$ cat config.mk
export PLATFORM = sky130hd
export DESIGN_NAME = ex_stage
export DESIGN_NICKNAME = d
export VERILOG_FILES = /design/src/rtl/ex_stage_pkg.sv /design/src/rtl/ex_stage_mul_iter.sv /design/src/rtl/ex_stage.sv
export SDC_FILE = /design/constraint.sdc
export NUM_CORES = 1
export LEC_CHECK = 0
export BUFFER_PORTS_ARGS = -buffer_cell sky130_fd_sc_hd__buf_4
export CAP_MARGIN = 20
export CELL_PAD_IN_SITES_DETAIL_PLACEMENT = 2
export CELL_PAD_IN_SITES_GLOBAL_PLACEMENT = 2
export CORE_MARGIN = 2
export CORE_UTILIZATION = 25
export CTS_CLUSTER_DIAMETER = 40
export DETAILED_ROUTE_END_ITERATION = 6
export PLACE_DENSITY = 0.71
export SLEW_MARGIN = 20
export SYNTH_ARGS = -nofsm -noshare
export SYNTH_HDL_FRONTEND = slang
export SYNTH_SLANG_ARGS = --single-unit
$ cat constraint.sdc
create_clock -name clk -period 4.9 [get_ports clk]
set_input_delay 0.245 -clock clk [delete_from_list [all_inputs] [get_ports clk]]
set_output_delay 0.245 -clock clk [all_outputs]
set_load 0.05 [all_outputs]
$ cat src/rtl/ex_stage_pkg.sv
// Shared definitions for the execute stage: datapath widths, opcode map and FSM states.
// The multiplier is built only when EX_MUL_EN is defined.
package ex_stage_pkg;

    localparam int WIDTH      = 32;
    localparam int MUL_CYCLES = 32;

    localparam logic [5:0] OP_NOP  = 6'h00;
    localparam logic [5:0] OP_ADD  = 6'h01;
    localparam logic [5:0] OP_SUB  = 6'h02;
    localparam logic [5:0] OP_AND  = 6'h03;
    localparam logic [5:0] OP_OR   = 6'h04;
    localparam logic [5:0] OP_ADDI = 6'h05;
    localparam logic [5:0] OP_LW   = 6'h06;
    localparam logic [5:0] OP_LH   = 6'h07;
    localparam logic [5:0] OP_LD   = 6'h08;
    localparam logic [5:0] OP_SW   = 6'h09;
    localparam logic [5:0] OP_SH   = 6'h0A;
    localparam logic [5:0] OP_SD   = 6'h0B;
    localparam logic [5:0] OP_MUL  = 6'h0C;

    typedef enum logic {
        ST_IDLE = 1'b0,
        ST_BUSY = 1'b1
    } ex_state_e;

    // Two's-complement overflow: operands agree in sign, result does not.
    function automatic logic add_ovf(input logic sign_a, input logic sign_b, input logic sign_r);
        return (sign_a == sign_b) && (sign_r != sign_a);
    endfunction

endpackage

$ cat src/rtl/ex_stage_mul_iter.sv
// Iterative shift-add multiplier producing the low WIDTH bits of an unsigned product.
// One iteration per clock; done is asserted combinationally during the final iteration.
module mul_iter
    import ex_stage_pkg::*;
#(
    parameter int W   = WIDTH,
    parameter int CYC = MUL_CYCLES
) (
    input  logic         clk,
    input  logic         rst_n,
    input  logic         start,
    input  logic [W-1:0] a,
    input  logic [W-1:0] b,
    output logic         busy,
    output logic         done,
    output logic [W-1:0] product_lo
);

    localparam int CW = (CYC > 1) ? $clog2(CYC) : 1;
    localparam logic [CW-1:0] LAST = CW'(CYC - 1);

    logic [W-1:0]  r_mcand;
    logic [W-1:0]  r_mplier;
    logic [W-1:0]  r_acc;
    logic [CW-1:0] r_count;
    logic          r_busy;
    logic [W-1:0]  w_acc_next;

    assign w_acc_next = r_acc + (r_mplier[0] ? r_mcand : '0);
    assign busy       = r_busy;
    assign done       = r_busy && (r_count == LAST);
    assign product_lo = w_acc_next;

    always_ff @(posedge clk) begin
        if (!rst_n) begin
            r_mcand  <= '0;
            r_mplier <= '0;
            r_acc    <= '0;
            r_count  <= '0;
            r_busy   <= 1'b0;
        end else if (!r_busy) begin
            if (start) begin
                r_mcand  <= a;
                r_mplier <= b;
                r_acc    <= '0;
                r_count  <= '0;
                r_busy   <= 1'b1;
            end
        end else begin
            // Bits shifted past W are discarded: only the low product is kept.
            r_acc    <= w_acc_next;
            r_mcand  <= r_mcand << 1;
            r_mplier <= r_mplier >> 1;
            r_count  <= r_count + 1'b1;
            if (done) begin
                r_busy <= 1'b0;
            end
        end
    end

endmodule

$ cat src/rtl/ex_stage.sv
// Execute stage: single-cycle ALU/address generation, plus an iterative multiplier
// that stalls upstream while busy (present only when EX_MUL_EN is defined).
module ex_stage
    import ex_stage_pkg::*;
(
    input  logic               clk,
    input  logic               rst_n,
    input  logic [WIDTH-1:0]   IR_in,
    input  logic [WIDTH-3:0]   PC_in,
    input  logic [WIDTH-1:0]   A_in,
    input  logic [WIDTH-1:0]   B_in,
    output logic [WIDTH-1:0]   IR_out,
    output logic [WIDTH-3:0]   PC_out,
    output logic [WIDTH-1:0]   Z_out,
    output logic [WIDTH-1:0]   Addr_out,
    output logic               ovf,
    output logic               stall
);

    logic [5:0]       w_opcode;
    logic [WIDTH-1:0] w_imm;
    logic [WIDTH-1:0] w_sum;
    logic [WIDTH-1:0] w_diff;
    logic [WIDTH-1:0] w_eaddr;
    logic [WIDTH-1:0] w_z;
    logic [WIDTH-1:0] w_addr;
    logic             w_ovf;

    logic [WIDTH-1:0] r_ir;
    logic [WIDTH-3:0] r_pc;
    logic [WIDTH-1:0] r_z;
    logic [WIDTH-1:0] r_addr;
    logic             r_ovf;

    assign w_opcode = IR_in[31:26];
    assign w_imm    = {{(WIDTH-16){IR_in[15]}}, IR_in[15:0]};
    assign w_sum    = A_in + B_in;
    assign w_diff   = A_in - B_in;
    assign w_eaddr  = A_in + w_imm;

    // Unknown opcodes (and MUL, which has its own path) fall to the zero default.
    always_comb begin
        w_z    = '0;
        w_addr = '0;
        w_ovf  = 1'b0;
        case (w_opcode)
            OP_ADD: begin
                w_z   = w_sum;
                w_ovf = add_ovf(A_in[WIDTH-1], B_in[WIDTH-1], w_sum[WIDTH-1]);
            end
            OP_SUB: begin
                w_z   = w_diff;
                w_ovf = add_ovf(A_in[WIDTH-1], ~B_in[WIDTH-1], w_diff[WIDTH-1]);
            end
            OP_AND:  w_z = A_in & B_in;
            OP_OR:   w_z = A_in | B_in;
            OP_ADDI: begin
                w_z   = w_eaddr;
                w_ovf = add_ovf(A_in[WIDTH-1], w_imm[WIDTH-1], w_eaddr[WIDTH-1]);
            end
            OP_LW, OP_LH, OP_LD: w_addr = w_eaddr;
            OP_SW, OP_SH, OP_SD: begin
                w_addr = w_eaddr;
                w_z    = B_in;
            end
            default: ;
        endcase
    end

    assign IR_out   = r_ir;
    assign PC_out   = r_pc;
    assign Z_out    = r_z;
    assign Addr_out = r_addr;
    assign ovf      = r_ovf;

`ifdef EX_MUL_EN
    ex_state_e        r_state;
    logic             r_stall;
    logic [WIDTH-1:0] r_ir_lat;
    logic [WIDTH-3:0] r_pc_lat;
    logic             w_mul_start;
    logic             w_mul_busy;
    logic             w_mul_done;
    logic [WIDTH-1:0] w_mul_prod;

    assign w_mul_start = (r_state == ST_IDLE) && (w_opcode == OP_MUL) && !w_mul_busy;
    assign stall       = r_stall;

    mul_iter #(
        .W   (WIDTH),
        .CYC (MUL_CYCLES)
    ) u_mul (
        .clk        (clk),
        .rst_n      (rst_n),
        .start      (w_mul_start),
        .a          (A_in),
        .b          (B_in),
        .busy       (w_mul_busy),
        .done       (w_mul_done),
        .product_lo (w_mul_prod)
    );

    always_ff @(posedge clk) begin
        if (!rst_n) begin
            r_state  <= ST_IDLE;
            r_stall  <= 1'b0;
            r_ir_lat <= '0;
            r_pc_lat <= '0;
            r_ir     <= '0;
            r_pc     <= '0;
            r_z      <= '0;
            r_addr   <= '0;
            r_ovf    <= 1'b0;
        end else begin
            case (r_state)
                ST_IDLE: begin
                    if (w_mul_start) begin
                        // Emit a bubble now; the MUL itself retires when the multiplier finishes.
                        r_ir_lat <= IR_in;
                        r_pc_lat <= PC_in;
                        r_stall  <= 1'b1;
                        r_state  <= ST_BUSY;
                        r_ir     <= '0;
                        r_pc     <= '0;
                        r_z      <= '0;
                        r_addr   <= '0;
                        r_ovf    <= 1'b0;
                    end else begin
                        r_ir   <= IR_in;
                        r_pc   <= PC_in;
                        r_z    <= w_z;
                        r_addr <= w_addr;
                        r_ovf  <= w_ovf;
                    end
                end
                ST_BUSY: begin
                    if (w_mul_done) begin
                        r_ir    <= r_ir_lat;
                        r_pc    <= r_pc_lat;
                        r_z     <= w_mul_prod;
                        r_addr  <= '0;
                        r_ovf   <= 1'b0;
                        r_stall <= 1'b0;
                        r_state <= ST_IDLE;
                    end
                end
                default: r_state <= ST_IDLE;
            endcase
        end
    end
`else
    assign stall = 1'b0;

    always_ff @(posedge clk) begin
        if (!rst_n) begin
            r_ir   <= '0;
            r_pc   <= '0;
            r_z    <= '0;
            r_addr <= '0;
            r_ovf  <= 1'b0;
        end else begin
            r_ir   <= IR_in;
            r_pc   <= PC_in;
            r_z    <= w_z;
            r_addr <= w_addr;
            r_ovf  <= w_ovf;
        end
    end
`endif

endmodule

==> impl.org <==
** Timing
- Final number of max-transition violations :: 0
- In this run the tightest slew margin relative to its limit is 0.274.
- The number of failing hold endpoints at the final stage came to 0.
- Of the available clock period, the critical path in the final layout requires 0.748.
- Worst-margin pin slew :: between 1000 and 1500 ps
- Static timing analysis puts the maximum clock frequency at 0.273 GHz.
- The routed design could run at a clock period as short as around 3700 ps.
- Setup violations remaining at the end of the flow were counted as 0.
- Unrepaired setup endpoints after global routing :: false
- Setup TNS :: 0 ps

** Route
- The first detailed-routing pass ran for 5 iterations.
- After detailed routing, the met2 layer carries between 20 and 30 mm of wire.
- Signal routing reaches up to met4.
- Total number of vias :: approximately 11000
- After detailed routing, the number of remaining DRC violations is 0.
- The detailed router put a total of 23.0 mm of wire on met1.
- In this run, the number of DRC markers left after iteration 0 of detailed routing was ~480.
- Post-DRT Antenna Nets :: 0
- Routed wire length on met3 :: roughly 1.8 mm
- Dividing the detail-routed wire length by the instance count gives 24.1 um.
- Post-detailed-routing wire length :: between 50 and 60 mm
- Using the TritonRoute via totals, the vias-per-cell ratio works out to approximately 5.3.

** Power
- In this run the power density over the cells is about 280 mW/mm2.
- Leak :: ~6.5 nW
- IR analysis of the VDD net gives a maximum drop of roughly 0.13 mV.

** Worst setup path
- Largest delay contributor family on the critical path :: compound AO/OA/AOI/OAI gates
- Delay of the slowest cell on the worst path :: 720 ps
- Critical Path RT :: 5210 ps
- At the worst endpoint, the arrival time is between 3000 and 4000 ps.
- The worst setup path is launched from a primary input.
- The slowest stage of the critical path is the sky130_fd_sc_hd__o2111ai_1 cell.
- Startpoint-to-endpoint class of the critical path :: primary input to flop
- In this run the worst path has a maximum fanout of 5.
- Crit path top cell by count :: sky130_fd_sc_hd__a21oi_1
- Cell breakdown of the critical path :: dlygate4sd3_1 -> buf_4 -> ha_1 -> a211oi_1 -> nor2_1 -> o2111ai_1 -> a21oi_1 -> a21oi_1 -> a32oi_1 -> xnor2_1 -> o21a_1 -> a21oi_1
- STA classifies the critical path endpoint as a flop.
- Number of buffers and inverters on the critical path :: 2

** Logic synthesis
- Synthesized area :: between 0.01 and 0.015 mm2
- Fraction of synthesis flops using an asynchronous set or reset pin :: 0
- Counting every instance in the synthesized netlist gives between 1000 and 1500.
- Number of enable flip-flop cells after synthesis :: 0
- Counting flops and latches in the post-synthesis netlist gives around 130.
- Syn. warnings :: 0
- Synthesis instantiated 94 different standard cells from the library.
- Syn nets :: between 1500 and 2000
- Of the synthesized area, sequential elements account for 0.237.
- Synthesized area per cell :: 7.97 um2
- For this run, the leading register cell type out of synthesis is sky130_fd_sc_hd__dfxtp_1.

** Floorplanning
- Initial Util :: 0.254
- After floorplanning, the core was sized to cover 0.0421 mm2.
- The die is around 210 um wide.
- Io pins :: roughly 260
- Area of the die :: about 0.045 mm2
- Measured along the y axis, the die boundary spans around 210 um.
- In this run the core area contains 75 standard-cell rows.

** Cells and area
- The finished cells cover about 0.014 mm2.
- Non-filler instance count after layout :: between 2000 and 2500
- Number of nets in the finished design :: roughly 1900
- Proportion of layout cells with a drive suffix above 1 :: 0.214
- N_diodes :: 0
- Utilization of the core after routing :: 0.338
- Area Overhead vs Synth :: 32.8%

** CTS
- Number of levels in the clock H-tree :: 4
- Clock-pin slew was measured on the worst setup and hold paths at approximately 60 ps.
- Post-CTS timing repair inserted 0 buffers for setup.
- Bufs on Longest Clock Path :: 2
- TritonCTS Buffers :: 17
- Clock root cell :: sky130_fd_sc_hd__clkbuf_16
- TritonCTS clock tree :: yes
- Gates resized during post-CTS repair numbered 0.
- TritonCTS Sinks :: around 130

** Placement
- Placed cell count :: 2085
- Routability Congestion :: about 0.89
- The count of buffers added on input and output ports is ~250.
- Summing all placed instances gives a cell area of 0.0131 mm2.
- The wire-length estimate of the detail-placed layout is 39.2 mm.

** GRT
- Aggregate global-route resource usage :: 0.233
- For this run the aggregate overflow at the end of global routing stands at 0.
- Entering global routing, the biggest net connects just over 80 pins.
- The initial antenna violation count was 3.
- The via count of the first global-routing pass came to 12600.
- The first global-routing pass estimated 78.3 mm of wire.

** Hold path
- Hold/Removal Path Class :: primary input to flop

** Job
- Max-cap violations in this run came to 0.

** Run status
- Outcome :: completed
-- placed cells by master, fill, tap and decap left out, types with 14 or more instances in the layout --
master and count:
sky130_fd_sc_hd__a221oi_1 34, sky130_fd_sc_hd__nor2_1 118, sky130_fd_sc_hd__buf_4 264, sky130_fd_sc_hd__a31oi_1 19
sky130_fd_sc_hd__nor2b_1 14, sky130_fd_sc_hd__and2_1 66, sky130_fd_sc_hd__inv_1 106, sky130_fd_sc_hd__a21oi_1 116
sky130_fd_sc_hd__o21ai_0 74, sky130_fd_sc_hd__nor3_1 18, sky130_fd_sc_hd__o21bai_1 18, sky130_fd_sc_hd__nand2_1 100
sky130_fd_sc_hd__nand3_1 17, sky130_fd_sc_hd__and4_1 20, sky130_fd_sc_hd__dlygate4sd3_1 46, sky130_fd_sc_hd__ha_1 136
sky130_fd_sc_hd__dfxtp_1 127, sky130_fd_sc_hd__clkbuf_16 17, sky130_fd_sc_hd__xnor2_1 40, sky130_fd_sc_hd__nand4_1 15
sky130_fd_sc_hd__a21o_1 20
-- per-stage QoR --
| step | power, mW | hold slack [ps] | setup WS [ps] |
|---|---|---|---|
| floorplan | 1.92 | 367 | 2280 |
| global placement | 2.33 | 452 | 1330 |
| CTS | 3.97 | 0.0218 | 1310 |
| global route | 4.13 | 9.06 | 1110 |
| detailed placement | 2.37 | 457 | 1310 |
| finish | 3.94 | 20.5 | 1240 |
-- state kept, by name, indices dropped and copies added, names as in the netlist --
signal    flops
Addr_out     32
PC_out       30
IR_out       32
ovf           1
Z_out        32
-- Yosys cell counts (9+ instances only) --
master | number | area, um2
sky130_fd_sc_hd__buf_4 | 9 | 67.6
sky130_fd_sc_hd__nand2b_1 | 12 | 75.1
sky130_fd_sc_hd__o221ai_1 | 9 | 78.8
sky130_fd_sc_hd__o22ai_1 | 11 | 68.8
sky130_fd_sc_hd__nand3_1 | 17 | 85.1
sky130_fd_sc_hd__nor2b_1 | 14 | 87.6
sky130_fd_sc_hd__and4_1 | 20 | 175
sky130_fd_sc_hd__a221o_1 | 12 | 120
sky130_fd_sc_hd__clkbuf_1 | 38 | 143
sky130_fd_sc_hd__and2_1 | 65 | 407
sky130_fd_sc_hd__ha_1 | 136 | 1700
sky130_fd_sc_hd__o21bai_1 | 18 | 135
sky130_fd_sc_hd__o21ai_0 | 74 | 370
sky130_fd_sc_hd__a211oi_1 | 9 | 67.6
sky130_fd_sc_hd__nor2_1 | 120 | 450
sky130_fd_sc_hd__xor2_1 | 12 | 105
sky130_fd_sc_hd__inv_1 | 106 | 398
sky130_fd_sc_hd__nor3_1 | 18 | 90.1
sky130_fd_sc_hd__a31oi_1 | 19 | 119
sky130_fd_sc_hd__a21oi_1 | 116 | 581
sky130_fd_sc_hd__a221oi_1 | 34 | 298
sky130_fd_sc_hd__a21o_1 | 20 | 150
sky130_fd_sc_hd__xnor2_1 | 40 | 350
sky130_fd_sc_hd__dfxtp_1 | 127 | 2540
sky130_fd_sc_hd__buf_2 | 13 | 65.1
sky130_fd_sc_hd__nand2_1 | 100 | 375
sky130_fd_sc_hd__nand4_1 | 15 | 93.8
sky130_fd_sc_hd__nor4_1 | 9 | 56.3
-- kinds of logic (layout without fill, tap and decap cells) --
family / count (synthesis) / count (layout) / share of synthesized area
XOR/XNOR: 52 / 52 / 0.0425
multiplexers: 5 / 5 / 0.00490
flip-flops: 127 / 127 / 0.237
AO/OA/AOI/OAI: 415 / 415 / 0.274
adder cells (fa/ha/maj): 139 / 139 / 0.164
buffers and inverters: 172 / 450 / 0.0678
other: 1 / 1 / 0.000350
AND/OR/NAND/NOR: 435 / 435 / 0.209
-- path summary, 6_finish.rpt --
kind	to	depth (start not counted)	startpoint	slack (ps)
setup / recovery	Z_out[29]	12	IR_in[2]	1240
hold / removal	IR_out[5]	2	IR_in[5]	20
-- metal layers --
layer  vias to the layer above  track usage
met5                         -            0
met4                         0       0.0743
met3                        55       0.0291
met2                       270        0.426
met1                      5775        0.282
li1                       5350            -
-- report_power, final --
part | internal [mW] | switching [mW]
clock | 0.986 | 0.560
combinational | 0.471 | 0.837
sequential | 1.07 | 0.0126
total | 2.53 | 1.41
-- cell type report --
cell class                      count  area (um2)
Inverter                          107         402
Multi-Input combinational cell   1047        7480
Sequential cell                   127        2540
Tap cell                          539         674
Clock inverter                     12         230
Timing Repair Buffer              311        2460
Fill cell                        4795       27900
Clock buffer                       20         457
-- what timing repair did --
action,CTS,global route
hold buffers,46,0
hold endpoints to repair,46,0
setup endpoints to repair,0,0
Note: power is estimated with default switching activity, not from simulation.
